`src/rtl/hidden_to_output_neuron.sv`:
```
// hidden_to_output_neuron: serial weighted sum of 8 hidden bits plus bias, thresholded, valid/ready output
module hidden_to_output_neuron #(
  parameter logic [63:0] WEIGHTS = 64'h0807060504030201,
  parameter logic [7:0]  BIAS    = 8'd0,
  parameter logic [11:0] THRESH  = 12'd16
) (
  input  logic        clk,
  input  logic        rst,
  input  logic        in_valid,
  output logic        in_ready,
  input  logic [7:0]  in_bits,
  output logic        out_valid,
  input  logic        out_ready,
  output logic [11:0] out_score,
  output logic        out_fire,
  output logic        busy
);
  typedef enum logic [1:0] {IDLE, ACC, DONE} state_t;
  state_t      state;
  logic [7:0]  bits;
  logic [2:0]  idx;
  logic [11:0] acc;
  logic [11:0] sum;
  logic [7:0]  w;
  assign w        = WEIGHTS[8*idx +: 8];
  // bits shifts right each cycle, so bit 0 always lines up with W[idx]
  assign sum      = acc + (bits[0] ? {4'd0, w} : 12'd0);
  assign in_ready = (state == IDLE) && !rst;
  assign busy     = state != IDLE;
  always_ff @(posedge clk) begin
    if (rst) begin
      state     <= IDLE;
      bits      <= '0;
      idx       <= '0;
      acc       <= '0;
      out_valid <= 1'b0;
      out_score <= '0;
      out_fire  <= 1'b0;
    end else begin
      case (state)
        IDLE: if (in_valid) begin
          bits  <= in_bits;
          acc   <= {4'd0, BIAS};
          idx   <= '0;
          state <= ACC;
        end
        ACC: begin
          acc  <= sum;
          bits <= bits >> 1;
          idx  <= idx + 3'd1;
          if (idx == 3'd7) begin
            out_score <= sum;
            out_fire  <= sum >= THRESH;
            out_valid <= 1'b1;
            state     <= DONE;
          end
        end
        DONE: if (out_ready) begin
          out_valid <= 1'b0;
          state     <= IDLE;
        end
        default: state <= IDLE;
      endcase
    end
  end
endmodule

```
`config.mk`:
```
export PLATFORM = sky130hd
export DESIGN_NAME = hidden_to_output_neuron
export DESIGN_NICKNAME = d
export VERILOG_FILES = /design/src/rtl/hidden_to_output_neuron.sv
export SDC_FILE = /design/constraint.sdc
export NUM_CORES = 1
export LEC_CHECK = 0
export ABC_AREA = 1
export CAP_MARGIN = 20
export CORE_ASPECT_RATIO = 1.4
export CORE_MARGIN = 2
export CORE_UTILIZATION = 42
export CTS_BUF_LIST = sky130_fd_sc_hd__clkbuf_8
export CTS_CLUSTER_SIZE = 25
export DETAILED_ROUTE_END_ITERATION = 8
export MAX_ROUTING_LAYER = met4
export PLACE_DENSITY = 0.67
export SLEW_MARGIN = 5
export SYNTH_ARGS = -nofsm -noshare
export SYNTH_HDL_FRONTEND = slang
export SYNTH_SLANG_ARGS = --single-unit
```
`constraint.sdc`:
```
create_clock -name clk -period 2.1 [get_ports clk]
set_input_delay 0.525 -clock clk [delete_from_list [all_inputs] [get_ports clk]]
set_output_delay 0.525 -clock clk [all_outputs]
set_load 0.1 [all_outputs]
```
# Word level (Yosys, flattened, before mapping)
# Cells that the tools add are included.
word_totals:
  ff_bits: 39
  latchBits: 0
  mem_bits_rw: 0
  rom_bits: 0
  input_bits: 12
  output_inout_bits: 16
  elab_cells: 41
  n_memories: 0
op_classes:
  add_sub_neg: 2
  n_mul: 0
  n_div: 0
  magnitude_cmp: 1
  n_eq_ne: 6
  shift: 1
  muxes: 14
  bitwise_logic: 0
  n_reduce_logical: 10
ops:
  columns: ["op", "n"]
  rows:
  - ["$shiftx A64 B7 Y8 const A", 1]
  - ["$pmux W12 S2", 1]
  - ["$mux W8", 2]
  - ["$pmux W8 S2", 1]
  - ["$add A12 B8 Y12", 1]
  - ["$ge A12 B5 Y1 const B", 1]
  - ["$mux W12", 1]
  - ["$mux W2", 3]
  - ["$ne A2 B2 Y1 const B", 3]
  - ["$pmux W2 S3", 1]
  - ["$pmux W3 S2", 1]
  - ["$reduce_and A3 Y1", 2]
  - ["$reduce_bool A2 Y1", 3]
  - ["$reduce_and A2 Y1", 2]
  - ["$add A3 B1 Y3 const B", 1]
  - ["$eq A3 B3 Y1 const B", 1]
  - ["$mux W3", 1]
  - ["$eq A2 B1 Y1 const B", 1]
  - ["$eq A2 B2 Y1 const B", 1]
  - ["$logic_not A2 Y1", 1]
  - ["$mux W1", 2]
  - ["$pmux W1 S2", 1]
  - ["$logic_and A1 B1 Y1", 1]
  - ["$logic_not A1 Y1", 1]

# Depth between registers and ports, before layout
logic_depth:
  ltp_word: 4
  ltp_mapped: 15

# Worst setup path before layout
# No wires, ideal clock.
synth_timing:
  path_kind: "register to output"
  from: "reg state[0]"
  to: "out in_ready"
  arrival_ns: 2.546
  slack_ns: -0.971
  path_stages_with_launch: 4
  path_cell_list: "dfxtp_1 clkinv_1 nand2_1 nor2_1"
synth_via:
  elab_chain_cells: 2
synth_lines:
  columns: ["item", "line_no", "source"]
  rows:
  - ["start, declared", "19", "state_t state;"]
  - ["start signal, assigned", "32", "state <= IDLE;"]
  - ["start signal, assigned", "45", "state <= ACC;"]
  - ["start signal, assigned", "55", "state <= DONE;"]
  - ["$logic_not A2 Y1", "28", "assign in_ready = (state == IDLE) && !rst;"]
  - ["$logic_and A1 B1 Y1", "28", null]
  - ["end, declared", "10", "output logic in_ready,"]
# Every way passes these cells.

# Worst setup path after layout
layout_timing:
  from: "reg idx[0]"
  to: "reg out_fire"
layout_via:
  elab_chain_cells: 4
  elab_cells_between_ends: 6
layout_lines:
  columns: ["item", "line_no", "source"]
  rows:
  - ["start, declared", "21", "logic [2:0] idx;"]
  - ["start signal, assigned", "50", "idx <= idx + 3'd1;"]
  - ["$shiftx A64 B7 Y8", "25", "assign w = WEIGHTS[8*idx +: 8];"]
  - ["$mux W8", "27", "assign sum = acc + (bits[0] ? {4'd0, w} : 12'd0);"]
  - ["$add A12 B8 Y12", "27", null]
  - ["$ge A12 B5 Y1", "53", "out_fire <= sum >= THRESH;"]
  - ["end signal, assigned", "38", "out_fire <= 1'b0;"]
  - ["end signal, assigned", "53", null]
  - ["end, declared", "15", "output logic out_fire,"]
# Parallel ways exist; a longest one is shown, timed or not.
# A chain may end at the register's enable or synchronous reset.

==> impl_metrics.json <==
{
  "nFillCells": 429,
  "syn_area_per_cell_um2": 7.25,
  "path_clk_slew_ps": 80,
  "dr.pass1.iters": 4,
  "grt_usage_pct": 20.9,
  "clock_skew_ps": 6.69,
  "start_util_pct": 43.5,
  "clock_path_buffers": 2,
  "pin_count": 28,
  "routed_wl_um": 5010,
  "final_util_pct": 60.0,
  "tightest_slew_ps": 463,
  "hpwl_um": 3470,
  "layout.cells.non_filler": 379,
  "critPathLaunchType": "register",
  "path_class": "reg -> reg",
  "cp-end-kind": "register",
  "place_congestion": 0.877,
  "drc_errors": 0,
  "cts_made_buffers": 5,
  "finalSetupViolations": 1,
  "area_growth_pct": 37.9,
  "fp.dieH_um": 84.8,
  "grt_pass1_wl_um": 8230,
  "synth-edff-count": 0,
  "grt_overflow": 0,
  "timing.final.crit_share_pct": 101,
  "rows": 29,
  "grt_pass1_vias": 1864,
  "ctsHtreeMaxLevel": 2,
  "placedCellCount": 370,
  "violations": "negative setup slack",
  "vias_per_cell": 5.16,
  "finalWorstSetupSlack_ps": -15.9,
  "ir_worst_vdd_v": 0.000410,
  "n_antenna_cell": 0,
  "fmax_mhz": 473,
  "setup_tns_ps": -15.9,
  "ys.flop_type": "dfxtp_1",
  "antenna_found_initial": 0,
  "die_x_um": 61.7,
  "maxCapViolations": 0,
  "port_buffers": 27,
  "rsz0062_at_grt": "yes",
  "path_max_fanout": 5,
  "via_count": 1954,
  "hold_viol_final": 0,
  "netlist_instances": 270,
  "status": "finished with violations",
  "ant_nets": 0,
  "hold_class": "reg -> reg",
  "whs_ps": 465,
  "slew_headroom_pct": 69.0,
  "cts_tree": "yes",
  "required_ps": 2280,
  "synth_fp_nets": 292,
  "syn_area_mm2": 0.00196,
  "wl_per_cell_um": 13.2,
  "cts-root-buf": "clkbuf_8",
  "async_flop_share_pct": 0,
  "finalPower_w": 0.00145,
  "ys_types": 27,
  "drive_gt1_share_pct": 30.6,
  "yosysWarnings": 0,
  "grt_max_degree": 17,
  "clock_sinks": 39,
  "min_period_ps": 2120,
  "nets": 338,
  "ys_seq_area_share_pct": 39.9,
  "die_area_mm2": 0.00523,
  "ys_ff_latch": 39,
  "power.density_mw_per_mm2": 537,
  "leakagePower_nw": 1.15,
  "clkLatencyLatePin_ps": 290,
  "fp.coreArea_mm2": 0.00450,
  "slew_violations": 0,
  "drt_iter0_markers": 63,
  "arrival_ps": 2300
}
[power breakdown]
part	leakage (nW)	switching, W	internal, W
logic	0.783	0.0000998	0.0000754
registers	0.318	0.0000152	0.000758
clock network	0.0477	0.000272	0.000228
total	1.15	0.000387	0.00106
[cells by family (layout without fill, tap and decap cells)]
logic type / Yosys count / count (layout) / share of synthesized area (%)
flip-flops: 39 / 39 / 39.9
XOR/XNOR: 1 / 1 / 0.448
AND/OR/NAND/NOR: 118 / 118 / 26.9
adder cells (fa/ha/maj): 10 / 10 / 6.78
buffers and inverters: 41 / 88 / 8.31
AO/OA/AOI/OAI: 61 / 61 / 17.7
[worst paths after layout]
path                                   start      endpoint  slack, ps  cells after the start
worst min register to register  out_score[1]  out_score[1]        470                      2
worst min-delay path            out_score[1]  out_score[1]        470                      2
worst max register to register        idx[0]      out_fire        -20                     14
worst max-delay path                  idx[0]      out_fire        -20                     14
[area by class of cell]
class / count / area, µm² / share of cell area (%)
clock buffer: 5 / 68.8 / 2.55
clock inverter: 3 / 15.0 / 0.557
inverter: 32 / 123 / 4.55
multi-input combinational: 190 / 1200 / 44.7
sequential: 39 / 788 / 29.2
tap: 62 / 77.6 / 2.88
timing repair buffer: 48 / 420 / 15.6
[what timing repair did]
item / in CTS / in global routing
endpoints found under the setup margin: 7 / 14
hold buffers: 0 / 0
buffers inserted: 1 / 0
resized for setup: 11 / 38
pin swaps: 5 / 20
endpoints found under the hold margin: 0 / 0
[cell usage after synthesis, types with 3 or more instances]
| cell | count | area [µm²] |
|---|---|---|
| o22ai_1 | 7 | 43.8 |
| o211ai_1 | 6 | 45.0 |
| nor2_1 | 11 | 41.3 |
| a21oi_1 | 31 | 155 |
| nand2_1 | 70 | 263 |
| inv_1 | 31 | 116 |
| nand2_2 | 5 | 31.3 |
| o21ai_0 | 11 | 55.1 |
| ha_1 | 9 | 113 |
| nand3_1 | 21 | 105 |
| dfxtp_1 | 39 | 781 |
| nand3_2 | 3 | 30.0 |
| buf_2 | 7 | 35.0 |
[registers in the layout (all words and copies together), names as in the netlist]
signal / cells
acc: 12
bits: 8
idx: 3
out_fire: 1
out_score: 12
out_valid: 1
state: 2
[per-stage QoR]
stage	instance area, µm²	setup WS, ps
floorplan	1980	30.0
global placement	2420	-40.0
detailed placement	2420	-95.2
CTS	2550	6.41
global route	2700	-90.5
finish	2700	-15.9
[cell usage in the layout (no fill, tap or decap), types with 2 or more instances in the layout]
cell type / synthesis / routed
nand3_1: 21 / 16
nand2_2: 5 / 12
buf_4: 0 / 33
ha_4: 0 / 3
o21ai_0: 11 / 11
dfxtp_1: 39 / 37
o22ai_1: 7 / 7
buf_12: 0 / 2
clkinv_2: 0 / 3
nand3_2: 3 / 6
clkbuf_8: 0 / 5
ha_1: 9 / 2
o21ai_2: 2 / 2
inv_1: 31 / 27
o211ai_1: 6 / 6
ha_2: 0 / 4
nand3_4: 0 / 2
dfxtp_4: 0 / 2
buf_6: 0 / 2
nor2_1: 11 / 8
nand2_1: 70 / 57
nor2_4: 0 / 3
nand4_1: 2 / 2
a21oi_1: 31 / 30
nand2_4: 0 / 6
nor2_2: 2 / 2
inv_2: 0 / 3
clkdlybuf4s50_1: 0 / 11
[per-layer routing]
| layer | wire length, µm | GRT usage [%] | vias up | share of wire, % |
|---|---|---|---|---|
| li1 | - | - | 989 | - |
| met2 | 2670 | 34.0 | 46 | 53 |
| met3 | 170 | 4.01 | 12 | 3.4 |
| met5 | 0 | - | - | 0 |
| met1 | 2060 | 24.9 | 907 | 41 |
| met4 | 106 | 7.54 | 0 | 2.1 |
[worst max-delay path, cell delays in order, from the launching register on]
cell and delay, ps:
dfxtp_4 390, inv_4 50, ha_2 170, nor2_1 90, nor2_1 60, ha_2 180
fa_2 370, nand3_4 90, nand2_4 80, nand2_4 80, nand3_4 90, nor2_4 130
nand3_2 60, nor2_1 110, nor2_1 50
(Power assumes the default switching activity.)
==> RTL change 1: new RTL, same flow settings <==
Re-encode `state_t` (3 states) as one-hot, 3 bits wide.
--- a/src/rtl/hidden_to_output_neuron.sv
+++ b/src/rtl/hidden_to_output_neuron.sv
@@ -15,7 +15,7 @@
   output logic        out_fire,
   output logic        busy
 );
-  typedef enum logic [1:0] {IDLE, ACC, DONE} state_t;
+  typedef enum logic [2:0] {IDLE = 3'b001, ACC = 3'b010, DONE = 3'b100} state_t;
   state_t      state;
   logic [7:0]  bits;
   logic [2:0]  idx;
Behaviour: no difference found for any inputs over 10 cycles, from zero or initial values and one cycle with rst high; not proved beyond that.
==> RTL change 1 against the unedited design <==
- wire length decreased by 1.2%
- cell area up 2.9%
- clock power hardly changed
- count of clock-buffer cells in the layout stayed put
- total power increased by 4.5%
- worst setup slack better by 0.091 ns
- utilization shrank 2.6 points
- sequential cell count up 1
- clock skew rose by 0.0030 ns
- synthesized area increased by 7.9%
==> RTL change 1: results <==
group,metric,value,unit
cells_and_area,multi_input_gates,215,
grt,grt_util_all_layers,18.2,%
cells_and_area,fillerInstances,438,
cts,cts_num_sinks,40,
synth,synth.distinct_cells,30,
worst_setup_path,crit_path_max_fanout,5,
synth,synth_area_leaders,"dfxtp_1 (38%), nand2_1 (16%), a21oi_1 (6.2%), ha_1 (5.3%), inv_1 (5.3%)",
timing,relSlewSlack,73.3,%
placement,dp_cells,392,
detailed_routing,drt-initial-drc-count,91,
cts,clk_latency,0.30,ns
cells_and_area,reg_top3,"acc x12, out_score x12, bits x8",
synth,synth_nets,319,
power_and_ir_drop,p_leak,1.21,nW
floorplanning,fp.dieW,63.9,um
placement,dpl-instance-area,2490,sq um
grt,grt_max_degree,27,
cells_and_area,layout-drive-gt1-share,27.6,%
cells_and_area,clock_area_share,2.93,%
synth,yosysTopAreaCellShare,37.9,%
cells_and_area,seq_area_share,29.1,%
grt,grt_pass1_vias,1752,
placement,dp_slack,-0.0961,ns
cells_and_area,final_area,2780,sq um
synth,syn_inst,297,
cells_and_area,buf_share,13.8,%
grt,grt_pass1_wl,7.73,mm
cells_and_area,n_all_buffers,43,
synth,ys_seq_area_share,37.9,%
worst_setup_path,crit_path_max_incr_delay,0.37,ns
detailed_routing,routed_wl,4.95,mm
placement,dp_hpwl,3.45,mm
outcome,outcome,"complete, no violations",
timing,skew,0.00965,ns
cells_and_area,multi_input_area,1300,sq um
power_and_ir_drop,irDropWorstVdd,372,uV
cells_and_area,fin_nets,359,
detailed_routing,avgViaCountPerCell,4.98,
placement,finalWeightedCongestion,0.886,
synth,synth.top_cells.by_count,"nand2_1 (90), dfxtp_1 (40), inv_1 (30)",
==> RTL change 1: report_power, final <==
part	internal [W]	switching, W	total (W)
clock	0.000225	0.000274	0.000499
sequential	0.000782	0.0000141	0.000796
combinational	0.0000828	0.000136	0.000219
total	0.00109	0.000424	0.00151
==> RTL change 1: routing by layer <==
layer / GRT usage, % / vias up / part of all wire, %
met5: - / - / 0
met1: 19.0 / 926 / 41
met4: 7.11 / 0 / 1.5
met2: 33.6 / 24 / 55
met3: 3.34 / 6 / 2.3
li1: - / 1042 / -
==> RTL change 1: cells by family after synthesis <==
logic type | synth area share, %
XOR/XNOR | 1.25
AO/OA/AOI/OAI | 13.9
buffers and inverters | 9.19
adder cells (fa/ha/maj) | 6.28
flip-flops | 37.9
AND/OR/NAND/NOR | 31.5
==> RTL change 1: repair_timing <==
action / 4_1_cts / 5_1_grt
gates cloned: 0 / 0
pin swaps: 8 / 17
resized for setup: 11 / 34
setup buffers: 2 / 0
setup endpoints to repair: 8 / 18
==> RTL change 1: worst min-delay path: cells and delay by family, from the launching register on <==
kind | cells | cell delay, ns
AO/OA/AOI/OAI | 1 | 0.05
flip-flops | 1 | 0.31
AND/OR/NAND/NOR | 1 | 0.06
==> RTL change 1: path summary, 6_finish.rpt <==
| path | endpoint | start | slack (ns) | cells after the start |
|---|---|---|---|---|
| setup / recovery | out_fire$_SDFFE_PP0P_ | idx[1]$_SDFFE_PP0P_ | 0.08 | 14 |
| hold reg to reg | out_score[0]$_SDFFE_PP0P_ | out_score[0]$_SDFFE_PP0P_ | 0.46 | 2 |
| hold / removal | out_score[0]$_SDFFE_PP0P_ | out_score[0]$_SDFFE_PP0P_ | 0.46 | 2 |
| setup reg to reg | out_fire$_SDFFE_PP0P_ | idx[1]$_SDFFE_PP0P_ | 0.08 | 14 |
==> RTL change 2: new RTL, config.mk and constraints unchanged <==
Made on the original files. The parameter `WEIGHTS` goes from 64'h0807060504030201 to 64'h0800000000000000.
--- a/src/rtl/hidden_to_output_neuron.sv
+++ b/src/rtl/hidden_to_output_neuron.sv
@@ -1,6 +1,6 @@
 // hidden_to_output_neuron: serial weighted sum of 8 hidden bits plus bias, thresholded, valid/ready output
 module hidden_to_output_neuron #(
-  parameter logic [63:0] WEIGHTS = 64'h0807060504030201,
+  parameter logic [63:0] WEIGHTS = 64'h0800000000000000,
   parameter logic [7:0]  BIAS    = 8'd0,
   parameter logic [11:0] THRESH  = 12'd16
 ) (
Check against the original RTL: not equivalent (a bounded check fails within 10 cycles, from zero or initial values and one cycle with rst high).
==> RTL change 2 against the unedited design <==
- worst setup slack improved by 0.25 ns
- sequential share of layout area increased by 5.5 points
- total power decreased by 11%
- sequential cell count decreased by 6
- worst hold slack improved by 0.0036 ns
- synthesized area decreased by 21%
- utilization decreased by 7.3 points
- cell area decreased by 29%
- die area decreased by 20%
- maximum frequency increased by 13%
- synthesized cell count decreased by 22%
- clock skew about the same
- wire length decreased by 32%
- largest cell class unchanged
- highest routed layer unchanged
==> RTL change 2: results <==
group,metric,value,unit
outcome,outcome,"complete, no violations",
detailed_routing,drt-initial-drc-count,28,
placement,finalWeightedCongestion,0.829,
power_and_ir_drop,irDropWorstVdd,495,uV
cells_and_area,multi_input_area,736,sq um
worst_hold_path,holdCritStartpoint,"idx[0]$_SDFFE_PP0P_",
worst_setup_path,cp.arrival,2.05,ns
synth,synthAdderAreaFrac,3.23,%
grt,grt_max_degree,20,
synth,synth_area_leaders,"dfxtp_1 (43%), nand2_1 (12%), a21oi_1 (7.7%), inv_1 (4.4%), o21ai_0 (3.5%)",
synth,synth.top_cells.by_count,"nand2_1 (51), dfxtp_1 (33), a21oi_1 (24)",
cells_and_area,n_all_buffers,28,
synth,ys_seq_area_share,42.6,%
cells_and_area,fillerInstances,362,
placement,dp_hpwl,2.40,mm
power_and_ir_drop,p_leak,0.829,nW
synth,syn_avg_cell_area,7.39,sq um
detailed_routing,wl_per_cell,12.2,um
synth,synthXorXnorAreaFrac,1.05,%
cells_and_area,layout-drive-gt1-share,17.3,%
timing,skew,0.00660,ns
worst_hold_path,hold-path-cell-count,1,
cells_and_area,nonClockInverterCount,26,
cells_and_area,buf_share,13.8,%
cells_and_area,seq_area,661,sq um
cells_and_area,multi_input_gates,142,
cells_and_area,multi_input_area_share,38.7,%
grt,gr-usage-met1,21.1,%
worst_setup_path,crit_path_max_fanout,4,
grt,gr-usage-met2,30.5,%
cts,cts_resized,0,
worst_setup_path,slowest_stage,"dfxtp_1",
synth,ys_ff_latch,33,
detailed_routing,avgViaCountPerCell,5.04,
worst_setup_path,reg2regPathDepth,12,
detailed_routing,met1_length,1.46,mm
grt,grt_util_all_layers,18.5,%
synth,synth-compound-area-share,19.9,%
synth,synth.distinct_cells,30,
cts,postCtsSetupBuffers,0,
detailed_routing,met2_wirelength,1.71,mm
cells_and_area,clock_area_share,4.80,%
cells_and_area,fin_nets,252,
placement,dp_slack,0.214,ns
grt,met3_usage,4.95,%
placement,dp_cells,271,
placement,dpl-instance-area,1810,sq um
[RTL change 2: changes by cell type in the layout (fill, tap and decap cells not counted), sizes merged, moves of 3 or more]
cell | before | now
buf | 37 | 17
nand2 | 75 | 55
nand3 | 24 | 10
inv | 31 | 23
a21oi | 31 | 24
dfxtp | 39 | 33
ha | 9 | 4
clkinvlp | 0 | 3
conb | 0 | 3
o211ai | 6 | 3
o21a | 0 | 3
[RTL change 2: final timing paths]
path,end,slack [ns]
hold reg to reg,idx[0]$_SDFFE_PP0P_,0.47
setup reg to reg,out_fire$_SDFFE_PP0P_,0.23
hold / removal,idx[0]$_SDFFE_PP0P_,0.47
setup / recovery,out_fire$_SDFFE_PP0P_,0.23
[RTL change 2: report_power, final]
group          total [W]  internal [W]  switching [W]
Combinational   0.000153     0.0000541      0.0000993
Clock           0.000484      0.000232       0.000251
Sequential      0.000655      0.000644      0.0000111
